## config.mk

```make
export PLATFORM = sky130hd
export DESIGN_NAME = usb_send_arb
export DESIGN_NICKNAME = d
export VERILOG_FILES = /design/src/rtl/usb_pkg.sv /design/src/rtl/usb_arb_pick.sv /design/src/rtl/usb_send_arb.sv
export SDC_FILE = /design/constraint.sdc
export NUM_CORES = 1
export LEC_CHECK = 0
export BUFFER_PORTS_ARGS = -buffer_cell sky130_fd_sc_hd__buf_2
export CORE_ASPECT_RATIO = 2
export CORE_MARGIN = 1.5
export CORE_UTILIZATION = 35
export DETAILED_ROUTE_END_ITERATION = 8
export HOLD_SLACK_MARGIN = 0.08
export SYNTH_ARGS = -nofsm -noshare
export SYNTH_HDL_FRONTEND = slang
export SYNTH_SLANG_ARGS = --single-unit
```

## constraint.sdc

```tcl
create_clock -name clk -period 2.6 [get_ports clk]
set_clock_uncertainty 0.1 [all_clocks]
set_input_delay 0.13 -clock clk [delete_from_list [all_inputs] [get_ports clk]]
set_output_delay 0.13 -clock clk [all_outputs]
set_load 0.005 [all_outputs]
```

## src/rtl/usb_pkg.sv

```systemverilog
// Shared definitions for the USB send arbiter: bag-type codes, FSM encoding
// and the default requester count.
package usb_pkg;

    localparam int REQ_NUM_DEF = 4;

    localparam logic [3:0] BAG_INIT  = 4'b0000;
    localparam logic [3:0] BAG_SETUP = 4'b0001;
    localparam logic [3:0] BAG_DATA  = 4'b0010;
    localparam logic [3:0] BAG_ACK   = 4'b0011;

    typedef enum logic [2:0] {
        ST_IDLE = 3'd0,
        ST_ARB  = 3'd1,
        ST_SEND = 3'd2,
        ST_RLS  = 3'd3,
        ST_RTRY = 3'd4,
        ST_DONE = 3'd5
    } arb_state_e;

endpackage

```

## src/rtl/usb_arb_pick.sv

```systemverilog
// Combinational requester picker: first set request found scanning upward
// (mod 4) from the start pointer.
module usb_arb_pick (
    input  logic [3:0] req_i,
    input  logic [1:0] start_i,
    output logic [1:0] idx_o,
    output logic       vld_o
);

    logic [1:0] cand;

    // Scan from the farthest offset down so the nearest request wins last.
    always_comb begin
        idx_o = 2'd0;
        vld_o = 1'b0;
        cand  = 2'd0;
        for (int k = 3; k >= 0; k--) begin
            cand = start_i + 2'(k);
            if (req_i[cand]) begin
                idx_o = cand;
                vld_o = 1'b1;
            end
        end
    end

endmodule

```

## src/rtl/usb_send_arb.sv

```systemverilog
// Send arbiter: grants one of four requesters to the link controller, retries
// failed sends. Define USB_ARB_RR_EN for round-robin, otherwise fixed priority.
module usb_send_arb
    import usb_pkg::*;
#(
    parameter int REQ_NUM   = REQ_NUM_DEF,
    parameter int RETRY_MAX = 3
) (
    input  logic                 clk,
    input  logic                 rst,
    input  logic [REQ_NUM-1:0]   req_fs,
    input  logic [4*REQ_NUM-1:0] req_btype,
    output logic [REQ_NUM-1:0]   req_fd,
    output logic [REQ_NUM-1:0]   req_ff,
    output logic [1:0]           grant_idx,
    output logic                 grant_vld,
    output logic                 fs_send,
    output logic [3:0]           send_btype,
    input  logic                 fd_send,
    input  logic                 ff_send
);

    arb_state_e         state_q;
    logic [1:0]         grant_idx_q;
    logic               grant_vld_q;
    logic               fs_send_q;
    logic [3:0]         send_btype_q;
    logic [REQ_NUM-1:0] req_fd_q;
    logic [REQ_NUM-1:0] req_ff_q;
    logic [3:0]         retry_cnt_q;
    logic               fail_q;

    logic [1:0] pick_start;
    logic [1:0] pick_idx;
    logic       pick_vld;
    logic       retry_more;

`ifdef USB_ARB_RR_EN
    logic [1:0] ptr_q;
    assign pick_start = ptr_q;
`else
    assign pick_start = 2'd0;
`endif

    usb_arb_pick u_pick (
        .req_i   (req_fs),
        .start_i (pick_start),
        .idx_o   (pick_idx),
        .vld_o   (pick_vld)
    );

    assign retry_more = ({1'b0, retry_cnt_q} + 5'd1) < 5'(RETRY_MAX);

    always_ff @(posedge clk or posedge rst) begin
        if (rst) begin
            state_q      <= ST_IDLE;
            grant_idx_q  <= 2'd0;
            grant_vld_q  <= 1'b0;
            fs_send_q    <= 1'b0;
            send_btype_q <= BAG_INIT;
            req_fd_q     <= '0;
            req_ff_q     <= '0;
            retry_cnt_q  <= 4'd0;
            fail_q       <= 1'b0;
`ifdef USB_ARB_RR_EN
            ptr_q        <= 2'd0;
`endif
        end else begin
            case (state_q)
                ST_IDLE: state_q <= ST_ARB;
                ST_ARB: begin
                    if (pick_vld) begin
                        grant_idx_q  <= pick_idx;
                        send_btype_q <= req_btype[{pick_idx, 2'b00} +: 4];
                        retry_cnt_q  <= 4'd0;
                        grant_vld_q  <= 1'b1;
                        state_q      <= ST_SEND;
                    end
                end
                // fs_send only rises once the link shows fd_send low.
                ST_SEND: begin
                    if (fd_send) begin
                        fs_send_q <= 1'b0;
                        if (ff_send && retry_more) begin
                            retry_cnt_q <= retry_cnt_q + 4'd1;
                            state_q     <= ST_RTRY;
                        end else begin
                            fail_q  <= ff_send;
                            state_q <= ST_RLS;
                        end
                    end else begin
                        fs_send_q <= 1'b1;
                    end
                end
                ST_RTRY: if (!fd_send) state_q <= ST_SEND;
                ST_RLS: begin
                    if (!fd_send) begin
                        req_fd_q[grant_idx_q] <= 1'b1;
                        req_ff_q[grant_idx_q] <= fail_q;
                        state_q               <= ST_DONE;
                    end
                end
                ST_DONE: begin
                    if (!req_fs[grant_idx_q]) begin
                        req_fd_q    <= '0;
                        req_ff_q    <= '0;
                        grant_vld_q <= 1'b0;
`ifdef USB_ARB_RR_EN
                        ptr_q       <= grant_idx_q + 2'd1;
`endif
                        state_q     <= ST_ARB;
                    end
                end
                default: begin
                    state_q     <= ST_IDLE;
                    grant_vld_q <= 1'b0;
                    fs_send_q   <= 1'b0;
                    req_fd_q    <= '0;
                    req_ff_q    <= '0;
                end
            endcase
        end
    end

    assign grant_idx  = grant_idx_q;
    assign grant_vld  = grant_vld_q;
    assign fs_send    = fs_send_q;
    assign send_btype = send_btype_q;
    assign req_fd     = req_fd_q;
    assign req_ff     = req_ff_q;

endmodule

```

==> Implementation_results.wiki, run 1 <==
{| class="wikitable"
! Metric !! Value
|-
| Most instantiated cells after synthesis || sky130_fd_sc_hd__dfrtp_1 (24), sky130_fd_sc_hd__o21ai_0 (12), sky130_fd_sc_hd__nand2_1 (11), sky130_fd_sc_hd__a21oi_1 (8), sky130_fd_sc_hd__nor2_1 (8)
|-
| Syn. warnings || 0
|-
| Max-slew violation count || 0
|-
| Post-detailed-route wirelength per cell || between 10 and 15 microns
|-
| Min Clock Period, post-route || around 2.1 ns
|-
| Maximum buffer depth of the clock tree || 2
|-
| Core outline area || between 3000 and 4000 sq um
|-
| Post-synthesis sequential element count || 24
|-
| Max cap viols || 0
|-
| Sort of element at the start of the critical path || flop
|-
| Endpoint arrival time on the critical path || 2.20 ns
|-
| Proportion of synthesized chip area in sequential cells || between 40% and 50%
|-
| Setup-failing EPs final || 0
|-
| Num ports || 40
|-
| Initial antenna violation count || 0
|-
| Number of buffers inserted by port buffering || 39
|-
| Number of failing hold endpoints at the final stage || 0
|-
| Critical-path cell list || ha_1, nor2b_1, nor3b_1, and2_1, o21ai_0, a211o_1
|-
| Switch share || roughly two fifths
|-
| Starting DRC count in detailed routing || 27
|-
| CTS tree || built
|-
| Worst skew pair latency || roughly 0.27 ns
|-
| Via count of the first global-routing pass || between 1000 and 1500
|-
| Maximum ir drop on the vdd rail || between 0.4 and 0.5 mV
|-
| Vias per inst || 5.25
|-
| Area growth from synthesis to final layout || 21.5%
|-
| Crit Path Max Fanout || 6
|-
| Biggest cell delay along the critical path || 0.43 ns
|-
| Area share of the largest cell type after synthesis || around 43%
|-
| Data required time of the worst path || ~2.7 ns
|-
| Power share of the sequential group || between 40% and 50%
|-
| DR DRC count || 0
|-
| Largest area contributor in the netlist || sky130_fd_sc_hd__dfrtp_1
|-
| Post-synth EDFFs || 0
|-
| Clock network fraction of design power || 15.5%
|-
| Flip-flop cell with the highest count after synthesis || sky130_fd_sc_hd__dfrtp_1
|-
| Number of nets in the final layout || ~210
|-
| Async set or reset register ratio after synthesis || 100%
|-
| Overall routing resource usage || ~17%
|-
| Post-DRT Antenna Nets || 0
|-
| Initial Util || 36.4%
|-
| Total via count after detailed routing || approximately 1200
|-
| Net count after synthesis || roughly 170
|-
| Die width || about 48 microns
|-
| Fraction of layout cells with a size suffix above 1 || between 30% and 40%
|-
| Path class of the lowest-slack min-delay path || input pin to flop
|-
| Count of distinct cell types in the synthesized netlist || between 40 and 50
|-
| CTS Buf Count || 3
|-
| Clock slew seen by the registers of the worst setup and hold paths || 0.09 ns
|-
| Area of the mapped netlist || 1400 sq um
|-
| Sink count of the clock tree || 24
|-
| PD cells || 988 nW/um^2
|-
| PostCTS Resize Cnt || 0
|-
| Vertical die dimension || 92.4 microns
|-
| Number of diodes || 0
|-
| Cts hold-fix bufs || 2
|-
| Floorplan die area || 4400 sq um
|-
| Slew headroom || between 30% and 40%
|-
| Most instantiated library cell after synthesis || sky130_fd_sc_hd__dfrtp_1
|-
| Critical path endpoint category || flop
|-
| Transition at the pin with the smallest max-transition slack || just under 1 ns
|-
| Filler cell count || 408
|-
| Psw || 669 uW
|-
| Final core occ || 44.2%
|-
| Final WL || 3.25 mm
|-
| HPWL after DPL || around 2.4 mm
|-
| Period Utilization, post-route || between 80 and 90%
|-
| Average size of a mapped cell || approximately 9.8 sq um
|-
| CTS HTree Levels || 1
|-
| Count of mapped cells out of synthesis || between 100 and 150
|-
| Global-route wire length before repair || 5.56 mm
|-
| Root cell of the clock tree || sky130_fd_sc_hd__clkbuf_8
|-
| GRT overflow || 0
|-
| Std cell rows || 32
|-
| Run status || completed
|-
| Summed negative setup slack over all endpoints || 0 ns
|-
| Peak Freq || around 0.47 GHz
|-
| Largest net degree at the start of global routing || 25
|-
| Start-to-end type of the worst setup path || flop to flop
|-
| Setup repair after global routing missed its margin || no
|-
| Internal Pwr Total || between 1000 and 1500 uW
|-
| Cells taking the most area after synthesis || sky130_fd_sc_hd__dfrtp_1 (43%), sky130_fd_sc_hd__mux4_2 (6.4%), sky130_fd_sc_hd__mux2_2 (4.8%)
|-
| Power share of the combinational group || ~43%
|-
| Post-CTS setup buffer count || 0
|-
| Slowest-stage cell, CP || sky130_fd_sc_hd__dfrtp_1
|-
| Iteration count of the initial detailed-routing pass || 4
|-
| Static power due to leakage || around 0.00080 uW
|-
| Final weighted congestion in routability-driven placement || 0.841
|}
-- final cells by class --
cell class / count / area [sq um] / share of cell area [%]
inverters: 7 / 26.3 / 1.55
multi-input cells: 102 / 729 / 43.0
clock buffers: 4 / 55.1 / 3.24
well taps: 51 / 63.8 / 3.76
repair buffers: 42 / 223 / 13.1
flip-flops and latches: 24 / 601 / 35.4
-- through the flow --
stage               total power (uW)  hold slack (ns)  std cells  area [sq um]  setup WS (ns)
CTS                             1690            0.193        230          1700          0.462
detailed placement              1420            0.294        224          1620          0.501
finish                          1680            0.195        230          1700          0.457
global placement                1400            0.291        224          1620          0.592
global route                    1830            0.199        230          1700          0.299
floorplan                       1190           0.0446        142          1400          0.667
-- metal layers --
layer / vias up / GRT usage (%) / part of all wire, %
li1: 582 / - / -
met1: 564 / 20.4 / 39
met2: 53 / 28.3 / 54
met3: 8 / 2.34 / 4.0
met4: 0 / 9.01 / 2.9
met5: - / 0 / 0
-- placed cells by master, fill, tap and decap left out, types with 4 or more instances in the layout --
cell type / n
sky130_fd_sc_hd__a21oi_1: 8
sky130_fd_sc_hd__buf_2: 39
sky130_fd_sc_hd__clkbuf_8: 4
sky130_fd_sc_hd__dfrtp_1: 24
sky130_fd_sc_hd__inv_1: 6
sky130_fd_sc_hd__mux2_2: 6
sky130_fd_sc_hd__mux4_2: 4
sky130_fd_sc_hd__nand2_1: 11
sky130_fd_sc_hd__nand2b_1: 5
sky130_fd_sc_hd__nor2_1: 8
sky130_fd_sc_hd__nor2b_1: 6
sky130_fd_sc_hd__o21ai_0: 12
sky130_fd_sc_hd__o22ai_1: 4
-- registers in the layout, indices dropped and copies added, names as in the netlist, 2 cells and up --
| signal | flops |
|---|---|
| req_fd | 4 |
| req_ff | 4 |
| retry_cnt_q | 4 |
| send_btype | 4 |
| state_q | 3 |
| grant_idx | 2 |
-- power by group through the flow --
| stage | Clock (uW) | Combinational (uW) | Sequential, uW |
|---|---|---|---|
| after global placement | 0 | 703 | 694 |
| after global routing | 282 | 823 | 727 |
| after detailed placement | 0 | 723 | 700 |
| after floorplan | 0 | 589 | 601 |
| final | 260 | 724 | 693 |
| after CTS | 266 | 730 | 696 |
-- worst max-delay path: cells and delay by family, from the launching register on --
kind,cells,cell delay [ns]
AND/OR/NAND/NOR,3,0.77
flip-flops,1,0.43
AO/OA/AOI/OAI,2,0.40
adder cells (fa/ha/maj),1,0.33
-- worst paths after layout --
kind | slack (ns) | depth (start not counted) | endpoint | startpoint
max in group asynchronous | 1.30 | 3 | retry_cnt_q[3] | rst
setup / recovery | 0.46 | 6 | state_q[1] | retry_cnt_q[0]
hold reg to reg | 0.40 | 2 | req_fd[3] | req_fd[3]
hold / removal | 0.20 | 3 | send_btype[0] | req_btype[8]
setup reg to reg | 0.46 | 6 | state_q[1] | retry_cnt_q[0]
min in group asynchronous | 0.52 | 3 | req_fd[1] | rst
-- cells by family after synthesis --
group / count (synthesis) / share of synthesized area [%]
compound gates: 38 / 17.5
xor+xnor: 1 / 0.627
fa+ha+maj: 1 / 0.895
buf+inv: 16 / 4.83
flops: 24 / 43.0
mux: 13 / 13.4
simple gates: 49 / 19.7
(Power assumes the default switching activity.)
==> inputs of run 2 (changes only) <==
Settings changed: ABC_AREA from default to 1.
Clock period 2.6 ns to 2.11 ns, I/O delays scaled along.
==> run 2 against run 1 <==
Compared with the run above: synthesized area is 14% higher; global-route usage is 0.18 points lower; critical endpoint is now fail_q; sequential power is 11% higher; final cell count is 48% higher.
==> Implementation_results.wiki, run 2 <==
{| class="wikitable"
! Metric !! Value
|-
| Run status || completed (unchanged)
|-
| Area growth from synthesis to final layout || 23.6% (was 21.5%)
|-
| Max cap viols || 0 (unchanged)
|-
| Post-DRT Antenna Nets || 0 (unchanged)
|-
| Vertical die dimension || 98.4 microns (was 92.4 microns)
|-
| Std cell rows || 34 (was 32)
|-
| Vias per inst || 4.56 (was 5.25)
|-
| Hold path start || req_btype[4] (was req_btype[8])
|-
| Proportion of synthesized chip area in sequential cells || 37.7% (was 43.0%)
|-
| Count of cells along the worst hold path || 7 (was 3)
|-
| Peak Freq || 0.503 GHz (was 0.467 GHz)
|-
| CTS HTree Levels || 1 (unchanged)
|-
| Global-route wire length before repair || 6.68 mm (was 5.56 mm)
|-
| Critical path endpoint category || flop (unchanged)
|-
| Root cell of the clock tree || sky130_fd_sc_hd__clkbuf_8 (unchanged)
|-
| Post-detailed-route wirelength per cell || 10.6 microns (was 14.1 microns)
|-
| GRT overflow || 0 (unchanged)
|-
| Die width || 50.7 microns (was 47.7 microns)
|-
| Fraction of layout cells with a size suffix above 1 || 23.7% (was 34.1%)
|-
| Transition at the pin with the smallest max-transition slack || 0.397 ns (was 0.962 ns)
|-
| Sort of element at the start of the critical path || flop (unchanged)
|-
| Number of buffers inserted by port buffering || 39 (unchanged)
|-
| Clock slew seen by the registers of the worst setup and hold paths || 0.08 ns (was 0.09 ns)
|-
| Static power due to leakage || 0.00115 uW (was 0.000801 uW)
|-
| Total via count after detailed routing || 1554 (was 1207)
|-
| Async set or reset register ratio after synthesis || 100% (unchanged)
|-
| Period Utilization, post-route || 94.2% (was 82.4%)
|-
| Number of nets in the final layout || 313 (was 205)
|-
| Final weighted congestion in routability-driven placement || 0.786 (was 0.841)
|-
| Most common cell after layout, fill and taps aside || sky130_fd_sc_hd__nand2_1 (was sky130_fd_sc_hd__buf_2)
|-
| Critical R2R Launch || retry_cnt_q[0] (unchanged)
|-
| Setup-failing EPs final || 0 (unchanged)
|-
| Area of the mapped netlist || 1590 sq um (was 1400 sq um)
|-
| Sink count of the clock tree || 24 (unchanged)
|-
| Post-synth EDFFs || 0 (unchanged)
|-
| HPWL after DPL || 2.93 mm (was 2.42 mm)
|-
| Maximum ir drop on the vdd rail || 0.435 mV (was 0.499 mV)
|-
| Most instantiated library cell after synthesis || sky130_fd_sc_hd__nand2_1 (was sky130_fd_sc_hd__dfrtp_1)
|-
| Min Clock Period, post-route || 1.99 ns (was 2.14 ns)
|-
| Post-synthesis sequential element count || 24 (unchanged)
|-
| Commonest cells after routing, fill and taps aside || sky130_fd_sc_hd__nand2_1 (107), sky130_fd_sc_hd__buf_2 (39), sky130_fd_sc_hd__inv_1 (34), sky130_fd_sc_hd__dfrtp_1 (24), sky130_fd_sc_hd__nand3_1 (15) (was sky130_fd_sc_hd__buf_2 (39), sky130_fd_sc_hd__dfrtp_1 (24), sky130_fd_sc_hd__o21ai_0 (12), sky130_fd_sc_hd__nand2_1 (11))
|-
| Area share of the largest cell type after synthesis || 37.7% (was 43.0%)
|-
| Via count of the first global-routing pass || 1610 (was 1246)
|-
| Largest net degree at the start of global routing || 25 (unchanged)
|-
| Final WL || 3.62 mm (was 3.25 mm)
|-
| Largest area contributor in the netlist || sky130_fd_sc_hd__dfrtp_1 (unchanged)
|-
| Slew headroom || 73.4% (was 35.8%)
|-
| Standard cell area after detailed placement || 1860 sq um (was 1620 sq um)
|-
| Average size of a mapped cell || 6.73 sq um (was 9.84 sq um)
|-
| Number of failing hold endpoints at the final stage || 0 (unchanged)
|-
| Cells taking the most area after synthesis || sky130_fd_sc_hd__dfrtp_1 (38%), sky130_fd_sc_hd__nand2_1 (25%), sky130_fd_sc_hd__inv_1 (8.0%) (was sky130_fd_sc_hd__dfrtp_1 (43%), sky130_fd_sc_hd__mux4_2 (6.4%), sky130_fd_sc_hd__mux2_2 (4.8%))
|-
| Starting DRC count in detailed routing || 23 (was 27)
|-
| Endpoint arrival time on the critical path || 2.05 ns (was 2.20 ns)
|-
| Worst slack on hold paths || 0.0985 ns (was 0.195 ns)
|-
| Net count after synthesis || 262 (was 167)
|-
| Endpoint of the most critical register-to-register path || fail_q (was state_q[1])
|-
| Multi-input combinational cell area || 838 sq um (was 729 sq um)
|-
| Crit Path Max Fanout || 5 (was 6)
|-
| PD cells || 1100 nW/um^2 (was 988 nW/um^2)
|-
| Maximum buffer depth of the clock tree || 2 (unchanged)
|-
| CTS Buf Count || 3 (unchanged)
|-
| Iteration count of the initial detailed-routing pass || 4 (unchanged)
|-
| Count of distinct cell types in the synthesized netlist || 23 (was 43)
|-
| Design area || 1970 sq um (was 1700 sq um)
|-
| Count of mapped cells out of synthesis || 237 (was 142)
|-
| Syn. warnings || 0 (unchanged)
|-
| Path class of the lowest-slack min-delay path || input pin to flop (unchanged)
|-
| Overall routing resource usage || 17.1% (was 17.3%)
|-
| Most instantiated cells after synthesis || sky130_fd_sc_hd__nand2_1 (107), sky130_fd_sc_hd__inv_1 (34), sky130_fd_sc_hd__dfrtp_1 (24), sky130_fd_sc_hd__nand3_1 (15), sky130_fd_sc_hd__o21ai_0 (10) (was sky130_fd_sc_hd__dfrtp_1 (24), sky130_fd_sc_hd__o21ai_0 (12), sky130_fd_sc_hd__nand2_1 (11), sky130_fd_sc_hd__a21oi_1 (8), sky130_fd_sc_hd__nor2_1 (8))
|-
| Sequential cell area || 601 sq um (unchanged)
|-
| Initial antenna violation count || 0 (unchanged)
|-
| Register-to-Register Setup Slack || 0.12 ns (was 0.46 ns)
|-
| Cells on worst reg2reg path || 8 (was 6)
|-
| Floorplan die area || 4990 sq um (was 4400 sq um)
|-
| Data required time of the worst path || 2.17 ns (was 2.66 ns)
|-
| Num ports || 40 (unchanged)
|-
| CTS tree || built (unchanged)
|-
| Max-slew violation count || 0 (unchanged)
|-
| Worst skew pair latency || 0.27 ns (about the same)
|-
| Core outline area || 4380 sq um (was 3840 sq um)
|-
| Number of diodes || 0 (unchanged)
|-
| End point of the worst hold path || send_btype[0] (unchanged)
|-
| Flip-flop cell with the highest count after synthesis || sky130_fd_sc_hd__dfrtp_1 (unchanged)
|-
| Initial Util || 36.4% (about the same)
|-
| Start-to-end type of the worst setup path || flop to flop (unchanged)
|-
| DR DRC count || 0 (unchanged)
|-
| Filler cell count || 457 (was 408)
|}
==> run 2: cell types whose count changed in the layout (fill, tap and decap cells not counted), sizes merged, moves of 5 or more <==
cell,previous run,this run
nor2b,6,0
buf,40,45
nand2,11,109
nand3,3,19
inv,7,37
nand2b,5,0
mux2,6,0
==> run 2: cell families after synthesis <==
logic type | after synthesis | synth area share [%]
buffers and inverters | 39 | 9.73
AOI/OAI and AO/OA | 21 | 7.06
and+or+nand+nor | 152 | 44.7
DFF | 24 | 37.7
adders and majority gates | 1 | 0.785
==> run 2: worst max path at each step <==
stage                         startpoint              to  slack (ns)  cells past startpoint
after floorplan           retry_cnt_q[0]  retry_cnt_q[0]        0.58                      9
final                     retry_cnt_q[0]          fail_q        0.12                      8
after detailed placement  retry_cnt_q[0]  retry_cnt_q[0]        0.45                      9
after global routing      retry_cnt_q[1]          fail_q      -0.007                      8
after CTS                 retry_cnt_q[0]          fail_q        0.10                      8
after global placement    retry_cnt_q[0]  retry_cnt_q[1]        0.50                      9
==> run 2: what timing repair did <==
| item | 4_1_cts | 5_1_grt |
|---|---|---|
| hold buffers | 3 | 0 |
| buffers inserted | 0 | 4 |
| endpoints found under the setup margin | 0 | 1 |
| resized for setup | 0 | 0 |
| hold endpoints to repair | 25 | 0 |
==> run 2: worst max-delay path: stages (launching register included) <==
cell and delay (ns):
sky130_fd_sc_hd__dfrtp_1 0.42, sky130_fd_sc_hd__ha_1 0.31, sky130_fd_sc_hd__nand2_1 0.07, sky130_fd_sc_hd__nand3_1 0.06, sky130_fd_sc_hd__nor2_1 0.13, sky130_fd_sc_hd__nand2_1 0.08
sky130_fd_sc_hd__nand3_1 0.08, sky130_fd_sc_hd__o21ai_0 0.07, sky130_fd_sc_hd__dlygate4sd3_1 0.55
==> run 2: metal layers <==
| metal | up-vias | routed length [microns] | global-route usage [%] |
|---|---|---|---|
| met1 | 671 | 1350 | 17.3 |
| met4 | 0 | 92 | 8.73 |
| met3 | 7 | 87 | 1.06 |
| met2 | 36 | 2090 | 33.1 |
| met5 | - | 0 | 0 |
| li1 | 840 | - | - |
==> run 2: layout make-up <==
type | count | share of cell area [%]
Multi-Input combinational cell | 174 | 42.5
Sequential cell | 24 | 30.5
Timing Repair Buffer | 48 | 13.7
Inverter | 37 | 7.05
Tap cell | 54 | 3.43
Clock buffer | 4 | 2.79
==> run 2: metrics by stage <==
stage | setup TNS [ns] | worst slack [ns] | utilization [%] | power [uW] | instances
after floorplan | 0 | 0.576 | - | 1530 | 237
after global placement | 0 | 0.496 | 42.3 | 1820 | 330
after detailed placement | 0 | 0.451 | 42.3 | 1830 | 330
after CTS | 0 | 0.103 | 44.3 | 2170 | 337
after global routing | -0.00697 | -0.00697 | 45.0 | 2410 | 341
final | 0 | 0.123 | 45.0 | 2170 | 341
==> run 2: where the power goes <==
group | internal (uW) | switching (uW) | total [uW]
Combinational | 423 | 657 | 1080
Sequential | 612 | 156 | 768
Clock | 167 | 154 | 321
==> inputs of run 3 (changes only) <==
Settings changed: RECOVER_POWER from default to 50.
==> run 3 against run 2 <==
Compared with the run above: sequential share of layout area grew 0.097 points; fmax is essentially flat; first-iteration DRC count is the same; clock power is essentially flat; flip-flop and latch count is the same.
==> Implementation_results.wiki, run 3 (synthesized netlist as in run 2, its figures left out) <==
{| class="wikitable"
! Metric !! Value
|-
| Run status || completed (unchanged)
|-
| Die width || 50.7 microns (unchanged)
|-
| Std cell rows || 34 (unchanged)
|-
| Crit Path Max Fanout || 5 (unchanged)
|-
| Max-slew violation count || 0 (unchanged)
|-
| Area growth from synthesis to final layout || 23.2% (was 23.6%)
|-
| Static power due to leakage || 0.00114 uW (was 0.00115 uW)
|-
| Max cap viols || 0 (unchanged)
|-
| Power share of the sequential group || 35.5% (was 35.4%)
|-
| Register-to-Register Setup Slack || 0.12 ns (about the same)
|-
| Iteration count of the initial detailed-routing pass || 4 (unchanged)
|-
| Transition at the pin with the smallest max-transition slack || 1.32 ns (was 0.397 ns)
|-
| GRT overflow || 0 (unchanged)
|-
| Psw || 967 uW (about the same)
|-
| Slew headroom || 12.1% (was 73.4%)
|-
| Via count of the first global-routing pass || 1610 (unchanged)
|-
| Number of nets in the final layout || 313 (unchanged)
|-
| Worst skew pair latency || 0.27 ns (about the same)
|-
| Min Clock Period, post-route || 1.99 ns (about the same)
|-
| Endpoint of the most critical register-to-register path || fail_q (unchanged)
|-
| Count of cells along the worst hold path || 7 (unchanged)
|-
| Num ports || 40 (unchanged)
|-
| Data required time of the worst path || 2.17 ns (about the same)
|-
| End point of the worst hold path || send_btype[0] (unchanged)
|-
| Number of buffers inserted by port buffering || 39 (unchanged)
|-
| Number of diodes || 0 (unchanged)
|-
| Sink count of the clock tree || 24 (unchanged)
|-
| Power share of the combinational group || 49.7% (was 49.8%)
|-
| Cells on worst reg2reg path || 8 (unchanged)
|-
| Initial Util || 36.4% (unchanged)
|-
| Critical R2R Launch || retry_cnt_q[0] (unchanged)
|-
| Hold path start || req_btype[4] (unchanged)
|-
| Number of failing hold endpoints at the final stage || 0 (unchanged)
|-
| Setup-failing EPs final || 0 (unchanged)
|-
| Clock network fraction of design power || 14.8% (about the same)
|-
| Vertical die dimension || 98.4 microns (unchanged)
|-
| Critical path endpoint category || flop (unchanged)
|-
| Start-to-end type of the worst setup path || flop to flop (unchanged)
|-
| Root cell of the clock tree || sky130_fd_sc_hd__clkbuf_8 (unchanged)
|-
| Sort of element at the start of the critical path || flop (unchanged)
|-
| Starting DRC count in detailed routing || 23 (unchanged)
|-
| # placed instances || 330 (unchanged)
|-
| Post-DRT Antenna Nets || 0 (unchanged)
|-
| Peak Freq || 0.503 GHz (about the same)
|-
| Vias per inst || 4.56 (unchanged)
|-
| Fraction of layout cells with a size suffix above 1 || 22.6% (was 23.7%)
|-
| Period Utilization, post-route || 94.2% (about the same)
|-
| Switch share || 44.7% (was 44.6%)
|-
| Largest net degree at the start of global routing || 25 (unchanged)
|-
| CTS Buf Count || 3 (unchanged)
|-
| Overall routing resource usage || 17.1% (unchanged)
|-
| CTS tree || built (unchanged)
|-
| Core outline area || 4380 sq um (unchanged)
|-
| Internal Pwr Total || 1200 uW (about the same)
|-
| Path class of the lowest-slack min-delay path || input pin to flop (unchanged)
|-
| DR DRC count || 0 (unchanged)
|-
| Power, Total || 2160 uW (was 2170 uW)
|-
| Commonest cells after routing, fill and taps aside || sky130_fd_sc_hd__nand2_1 (107), sky130_fd_sc_hd__buf_2 (37), sky130_fd_sc_hd__inv_1 (34), sky130_fd_sc_hd__dfrtp_1 (24), sky130_fd_sc_hd__nand3_1 (15) (was sky130_fd_sc_hd__nand2_1 (107), sky130_fd_sc_hd__buf_2 (39), sky130_fd_sc_hd__inv_1 (34), sky130_fd_sc_hd__dfrtp_1 (24), sky130_fd_sc_hd__nand3_1 (15))
|-
| Maximum buffer depth of the clock tree || 2 (unchanged)
|-
| Initial antenna violation count || 0 (unchanged)
|-
| Floorplan die area || 4990 sq um (unchanged)
|-
| Most common cell after layout, fill and taps aside || sky130_fd_sc_hd__nand2_1 (unchanged)
|-
| Finished Layout Cells || 341 (unchanged)
|-
| CTS HTree Levels || 1 (unchanged)
|-
| Final WL || 3.62 mm (unchanged)
|-
| HPWL after DPL || 2.93 mm (unchanged)
|-
| PD cells || 1100 nW/um^2 (about the same)
|-
| Endpoint arrival time on the critical path || 2.05 ns (about the same)
|-
| Final weighted congestion in routability-driven placement || 0.786 (unchanged)
|-
| Clock slew seen by the registers of the worst setup and hold paths || 0.08 ns (about the same)
|-
| Total via count after detailed routing || 1554 (unchanged)
|-
| Post-detailed-route wirelength per cell || 10.6 microns (unchanged)
|-
| Global-route wire length before repair || 6.68 mm (unchanged)
|-
| Maximum ir drop on the vdd rail || 0.435 mV (about the same)
|}
## run 3: changes by cell type in the layout (fill, tap and decap cells not counted)
cell and delta:
sky130_fd_sc_hd__buf_1 +1, sky130_fd_sc_hd__buf_2 -2, sky130_fd_sc_hd__buf_4 -1, sky130_fd_sc_hd__clkbuf_1 +2
## run 3: repair_timing
action,CTS,global route
setup endpoints to repair,0,1
hold buffers,3,0
buffers inserted,0,4
resized for setup,0,0
hold endpoints to repair,25,0
## run 3: layout make-up
type,instances,area (sq um)
fillers,457,2420
well taps,54,67.6
flip-flops and latches,24,601
inverters,37,139
multi-input cells,174,838
clock buffers,4,55.1
repair buffers,48,264
## run 3: per-layer routing
layer | vias to the layer above | share of wire [%] | GRT usage, %
met2 | 36 | 58 | 33.1
li1 | 840 | - | -
met5 | - | 0 | 0
met4 | 0 | 2.5 | 8.73
met1 | 671 | 37 | 17.3
met3 | 7 | 2.4 | 1.06
## run 3: worst max path at each step
stage                               from        endpoint  cells past startpoint
after global placement    retry_cnt_q[0]  retry_cnt_q[1]                      9
after CTS                 retry_cnt_q[0]          fail_q                      8
after floorplan           retry_cnt_q[0]  retry_cnt_q[0]                      9
final                     retry_cnt_q[0]          fail_q                      8
after global routing      retry_cnt_q[1]          fail_q                      8
after detailed placement  retry_cnt_q[0]  retry_cnt_q[0]                      9
## run 3: power by group through the flow
| stage | Clock [uW] | Combinational (uW) | Sequential, uW |
|---|---|---|---|
| floorplan | 0 | 793 | 739 |
| global placement | 0 | 1040 | 779 |
| detailed placement | 0 | 1050 | 778 |
| CTS | 336 | 1070 | 771 |
| global route | 353 | 1250 | 796 |
| finish | 321 | 1080 | 768 |
## run 3: metrics by stage
step	hold WS [ns]	TNS (ns)	cell area [sq um]	util, %	setup WS, ns
after floorplan	0.0201	0	1590	-	0.576
after global placement	0.0643	0	1860	42.3	0.496
after detailed placement	0.0782	0	1860	42.3	0.451
after CTS	0.0950	0	1940	44.3	0.103
after global routing	0.140	-0.00697	1960	44.8	-0.00697
final	0.0985	0	1960	44.8	0.123
## run 3: worst max-delay path, stage by stage (launching register included)
cell and delay [ns]:
sky130_fd_sc_hd__dfrtp_1 0.42, sky130_fd_sc_hd__ha_1 0.31, sky130_fd_sc_hd__nand2_1 0.07, sky130_fd_sc_hd__nand3_1 0.06, sky130_fd_sc_hd__nor2_1 0.13, sky130_fd_sc_hd__nand2_1 0.08, sky130_fd_sc_hd__nand3_1 0.08, sky130_fd_sc_hd__o21ai_0 0.07
sky130_fd_sc_hd__dlygate4sd3_1 0.55
